**src/rtl/regfile_sb.sv**
```systemverilog
// Parametrised register file with one write port, two combinational read ports,
// optional write-to-read bypass and a per-register busy scoreboard for issue/writeback.
module regfile_sb #(
  parameter int DATAWIDTH = 32,
  parameter int ADDRWIDTH = 5,
  parameter int ZERO_X0   = 1,
  parameter int BYPASS    = 1
) (
  input  logic                 clk,
  input  logic                 rst,
  input  logic [ADDRWIDTH-1:0] readReg1,
  input  logic [ADDRWIDTH-1:0] readReg2,
  input  logic [ADDRWIDTH-1:0] writeReg,
  input  logic [DATAWIDTH-1:0] writeData,
  input  logic                 write,
  input  logic                 reserve,
  input  logic [ADDRWIDTH-1:0] reserveReg,
  output logic [DATAWIDTH-1:0] readData1,
  output logic [DATAWIDTH-1:0] readData2,
  output logic                 busy1,
  output logic                 busy2,
  output logic [ADDRWIDTH:0]   busyCount
);

  localparam int NREG = 2 ** ADDRWIDTH;
  localparam bit ZX   = (ZERO_X0 != 0);
  localparam bit BP   = (BYPASS != 0);

  logic [DATAWIDTH-1:0] regs [NREG];
  logic [NREG-1:0]      busy;
  logic [NREG-1:0]      busy_next;
  logic [ADDRWIDTH:0]   count_next;
  logic                 write_en;
  logic                 hit1;
  logic                 hit2;

  function automatic logic is_x0(input logic [ADDRWIDTH-1:0] a);
    return ZX && (a == '0);
  endfunction

  function automatic logic [ADDRWIDTH:0] popcount(input logic [NREG-1:0] v);
    logic [ADDRWIDTH:0] c;
    c = '0;
    for (int i = 0; i < NREG; i++) begin
      if (v[i]) c = c + (ADDRWIDTH+1)'(1);
    end
    return c;
  endfunction

  assign write_en = write && !is_x0(writeReg);

  // Reserve beats release on the same register so back-to-back producers stay tracked.
  always_comb begin
    busy_next = busy;
    for (int r = 0; r < NREG; r++) begin
      if (reserve && (reserveReg == ADDRWIDTH'(r)))
        busy_next[r] = 1'b1;
      else if (write && (writeReg == ADDRWIDTH'(r)))
        busy_next[r] = 1'b0;
    end
    if (ZX) busy_next[0] = 1'b0;
  end

  assign count_next = popcount(busy_next);

  always_ff @(posedge clk or posedge rst) begin
    if (rst) begin
      for (int i = 0; i < NREG; i++) regs[i] <= '0;
      busy      <= '0;
      busyCount <= '0;
    end else begin
      if (write_en) regs[writeReg] <= writeData;
      busy      <= busy_next;
      busyCount <= count_next;
    end
  end

  assign hit1 = BP && write && (writeReg == readReg1);
  assign hit2 = BP && write && (writeReg == readReg2);

  // A write presented this cycle overrides both stored data and the pending flag.
  always_comb begin
    readData1 = regs[readReg1];
    busy1     = busy[readReg1];
    if (hit1) begin
      readData1 = writeData;
      busy1     = 1'b0;
    end
    if (rst || is_x0(readReg1)) begin
      readData1 = '0;
      busy1     = 1'b0;
    end
  end

  always_comb begin
    readData2 = regs[readReg2];
    busy2     = busy[readReg2];
    if (hit2) begin
      readData2 = writeData;
      busy2     = 1'b0;
    end
    if (rst || is_x0(readReg2)) begin
      readData2 = '0;
      busy2     = 1'b0;
    end
  end

endmodule

```
**config.mk**
```make
export PLATFORM = sky130hd
export DESIGN_NAME = regfile_sb
export DESIGN_NICKNAME = d
export VERILOG_FILES = /design/src/rtl/regfile_sb.sv
export SDC_FILE = /design/constraint.sdc
export NUM_CORES = 2
export LEC_CHECK = 0
export BUFFER_PORTS_ARGS = -buffer_cell sky130_fd_sc_hd__buf_4
export CAP_MARGIN = 10
export CORE_MARGIN = 4
export CORE_UTILIZATION = 55
export DETAILED_ROUTE_END_ITERATION = 12
export PLACE_DENSITY = 0.71
export SLEW_MARGIN = 30
export SYNTH_ARGS = -nofsm -noshare
export SYNTH_HDL_FRONTEND = slang
export SYNTH_SLANG_ARGS = --single-unit
```
**constraint.sdc**
```tcl
create_clock -name clk -period 90.2 [get_ports clk]
set_clock_uncertainty 0.1 [all_clocks]
set_input_delay 27.06 -clock clk [delete_from_list [all_inputs] [get_ports clk]]
set_output_delay 27.06 -clock clk [all_outputs]
set_load 0.05 [all_outputs]
```
==> results.md <==
* Setup WS post-layout at 31.08 ns
* Final setup fails at 0
* Global-route wire length before repair at 290000 um
* Final instance area at 68000 sq um
* Vias in the first global route at 45129
* Fillers at 8810
* RSZ-0062 raised after global routing: no
* Latest clock arrival within the worst-skew pair at 0.71 ns
* Total Power at 3.177 mW
* Die height at 344.5 um
* Total Routing Usage GR at 32.49%
* Max VDD drop at 0.2936 mV
* Lkg Pwr at 30.02 nW
* Antenna-violating nets left at 0
* Num CTS Buffers at 112
* Core area at 112500 sq um
* Status: complete, no violations
* Initial DRC count at 4939
* Final hold viol count at 0
* Total number of vias at 45027
* Post-DP HPWL at 105100 um
* Number of max-cap violations at 0
* Post-synthesis sequential area ratio at 42.63%
* Ports at 128
* Max-slew violations at 0
* Hold EP: regs[1006]
* Area grow syn2layout at 9.177%
* Period minus WS final at 59.12 ns
* Part of the cycle the worst path needs at 65.54%
* DP Area at 64200 sq um
* Worst hold path startpoint: regs[1006]
* Commonest non-fill, non-tap cell in the layout: mux2_2
* Kind of critical path: input port to primary output
* Syn Std Cell Area at 62280 sq um
* DR vias/cell at 6.919
* Initial antenna violation count at 4
* Syn_nets at 5167
* WL final at 193700 um
* Critical Path RT at 63.04 ns
* Max frequency at 0.01692 GHz
* R2R cell count at 78
* Fin Setup TNS at 0 ns
* Post-synthesis cell count at 5081
* GRT Max-Usage Layer: met2
* Synth Area per Inst at 12.26 sq um
* Drt pass-1 iters at 6
* Hold path depth at 0
* RePlAce Congestion at 0.8335
* Layout Nets at 4999
* Maximum clock path buffer count at 3
* TritonCTS clock tree: built
* DRC violations left at 0
* Met3 Use GR at 6.631%
* I/O Buffers at 127
* Setup slack, reg-to-reg at 73.93 ns
* Hold Crit Class: flop to flop
* GR Layer Usage met2 at 51.42%
* Post-synth top flop: dfrtp_1
* Register bit total from synthesis at 1061
* Die area at 118700 sq um
* Worst slew pin tran at 1.040 ns
* Setup crit end kind: primary output
* Worst Path Arrival at 31.96 ns
* Clock Sinks at 1061
* Pin count of the biggest net entering global routing at 161
* Wire per inst at 29.76 um
* Layout cell share with drive strength beyond 1 at 37.64%
* CTS clock-pin slew for the worst setup and hold paths at 0.06 ns
* Post-CTS Setup Repair Bufs at 0
* Resized Gates After CTS at 0
* CP max FO at 63
* Critical R2R Capture: busyCount[5]
* Power density over the cells at 46.72 nW/um^2
* Ys async rst share at 100.0%
* Clock root cell: clkbuf_16
* Yosys cell types at 95
* Most frequent cells in the layout: mux2_2 (1130), dfrtp_1 (1061), mux2i_1 (411)
* Post-place setup slack at 31.25 ns
* CTS Hold Bufs at 0
* FF-to-FF Start: busy[2]
* # rows at 123
* Post-synth EDFFs at 0
* Total number of H-tree levels at 3
* Synth warnings at 0
* Met1 usage in global routing at 43.32%
* Relative slew slack at 30.66%
* Grt total ovfl at 0
* Worst setup SP type: input port
* Initial core utilization at 55.36%
* Die width at 344.5 um
==> per-layer routing <==
metal,wire [um],vias to the layer above
li1,-,18909
met1,77060,23311
met3,16180,615
met5,27,-
met4,10710,4
met2,89700,2188
==> registers in the layout, summed over array words and instances (netlist names) <==
register   cells
regs        1024
busy          31
busyCount      6
==> per-stage QoR <==
stage,instances,utilization [%],hold slack [ns]
after floorplan,5081,-,0.3488
after global placement,6298,57.06,0.2847
after detailed placement,6298,57.07,0.2876
after CTS,6504,60.39,0.3011
after global routing,6505,60.44,0.3135
final,6508,60.44,0.2976
==> cell usage after synthesis, drive strengths merged (76+ instances only) <==
master / number / area, sq um
a21oi: 235 / 1180
a221oi: 131 / 1147
clkbuf: 359 / 1348
mux4: 264 / 5946
buf: 139 / 534.3
dfrtp: 1061 / 26550
mux2i: 411 / 4114
a22oi: 135 / 1018
nor2: 83 / 316.6
o211ai: 76 / 585.6
mux2: 1131 / 12740
nand3: 82 / 410.4
xnor2: 90 / 893.4
nand2: 217 / 814.5
o21ai: 294 / 1471
==> kinds of logic (layout without fill, tap and decap cells) <==
logic type / count (synthesis) / after routing / synth area share (%)
fa+ha+maj: 31 / 31 / 0.6187
compound gates: 979 / 979 / 10.10
mux: 1806 / 1806 / 36.61
xor+xnor: 153 / 153 / 2.833
simple gates: 511 / 511 / 3.935
flops: 1061 / 1061 / 42.63
other cells: 0 / 3 / 0
buf+inv: 540 / 464 / 3.277
==> worst max path at each step <==
stage | start | depth (start not counted) | slack [ns] | to
after floorplan | rst | 3 | 7.72 | readData1[31]
final | readReg2[0] | 11 | 31.08 | readData2[1]
after detailed placement | readReg2[0] | 11 | 31.25 | readData2[17]
after global routing | readReg2[0] | 11 | 30.86 | readData2[1]
after CTS | readReg2[0] | 11 | 31.25 | readData2[17]
after global placement | readReg2[0] | 11 | 31.24 | readData2[17]
==> power by group <==
| group | leakage, nW | switching, mW | total, mW | internal (mW) |
|---|---|---|---|---|
| Combinational | 14.6 | 1.10 | 2.06 | 0.960 |
| Sequential | 13.6 | 0.0681 | 0.646 | 0.578 |
| Clock | 1.85 | 0.199 | 0.474 | 0.275 |
| Total | 30.0 | 1.36 | 3.18 | 1.81 |
==> worst max-delay path: stages <==
cell and delay (ns):
buf_8 0.46, buf_4 0.72, buf_4 0.85, buf_4 0.79, mux2i_1 0.17, a221oi_1 0.40
o21ai_0 0.15, nand3_1 0.13, o211ai_1 0.10, a21oi_1 0.60, buf_4 0.32
==> layout make-up <==
class | instances | area, sq um | area share (%)
Antenna cell | 3 | 7.507 | 0.01104
Multi-Input combinational cell | 3480 | 33930 | 49.90
Clock buffer | 169 | 3268 | 4.806
Sequential cell | 1061 | 26550 | 39.05
Clock inverter | 37 | 467.9 | 0.6882
Inverter | 42 | 168.9 | 0.2484
Tap cell | 1500 | 1877 | 2.760
Timing Repair Buffer | 216 | 1728 | 2.541
Note: power is estimated with default switching activity, not from simulation.
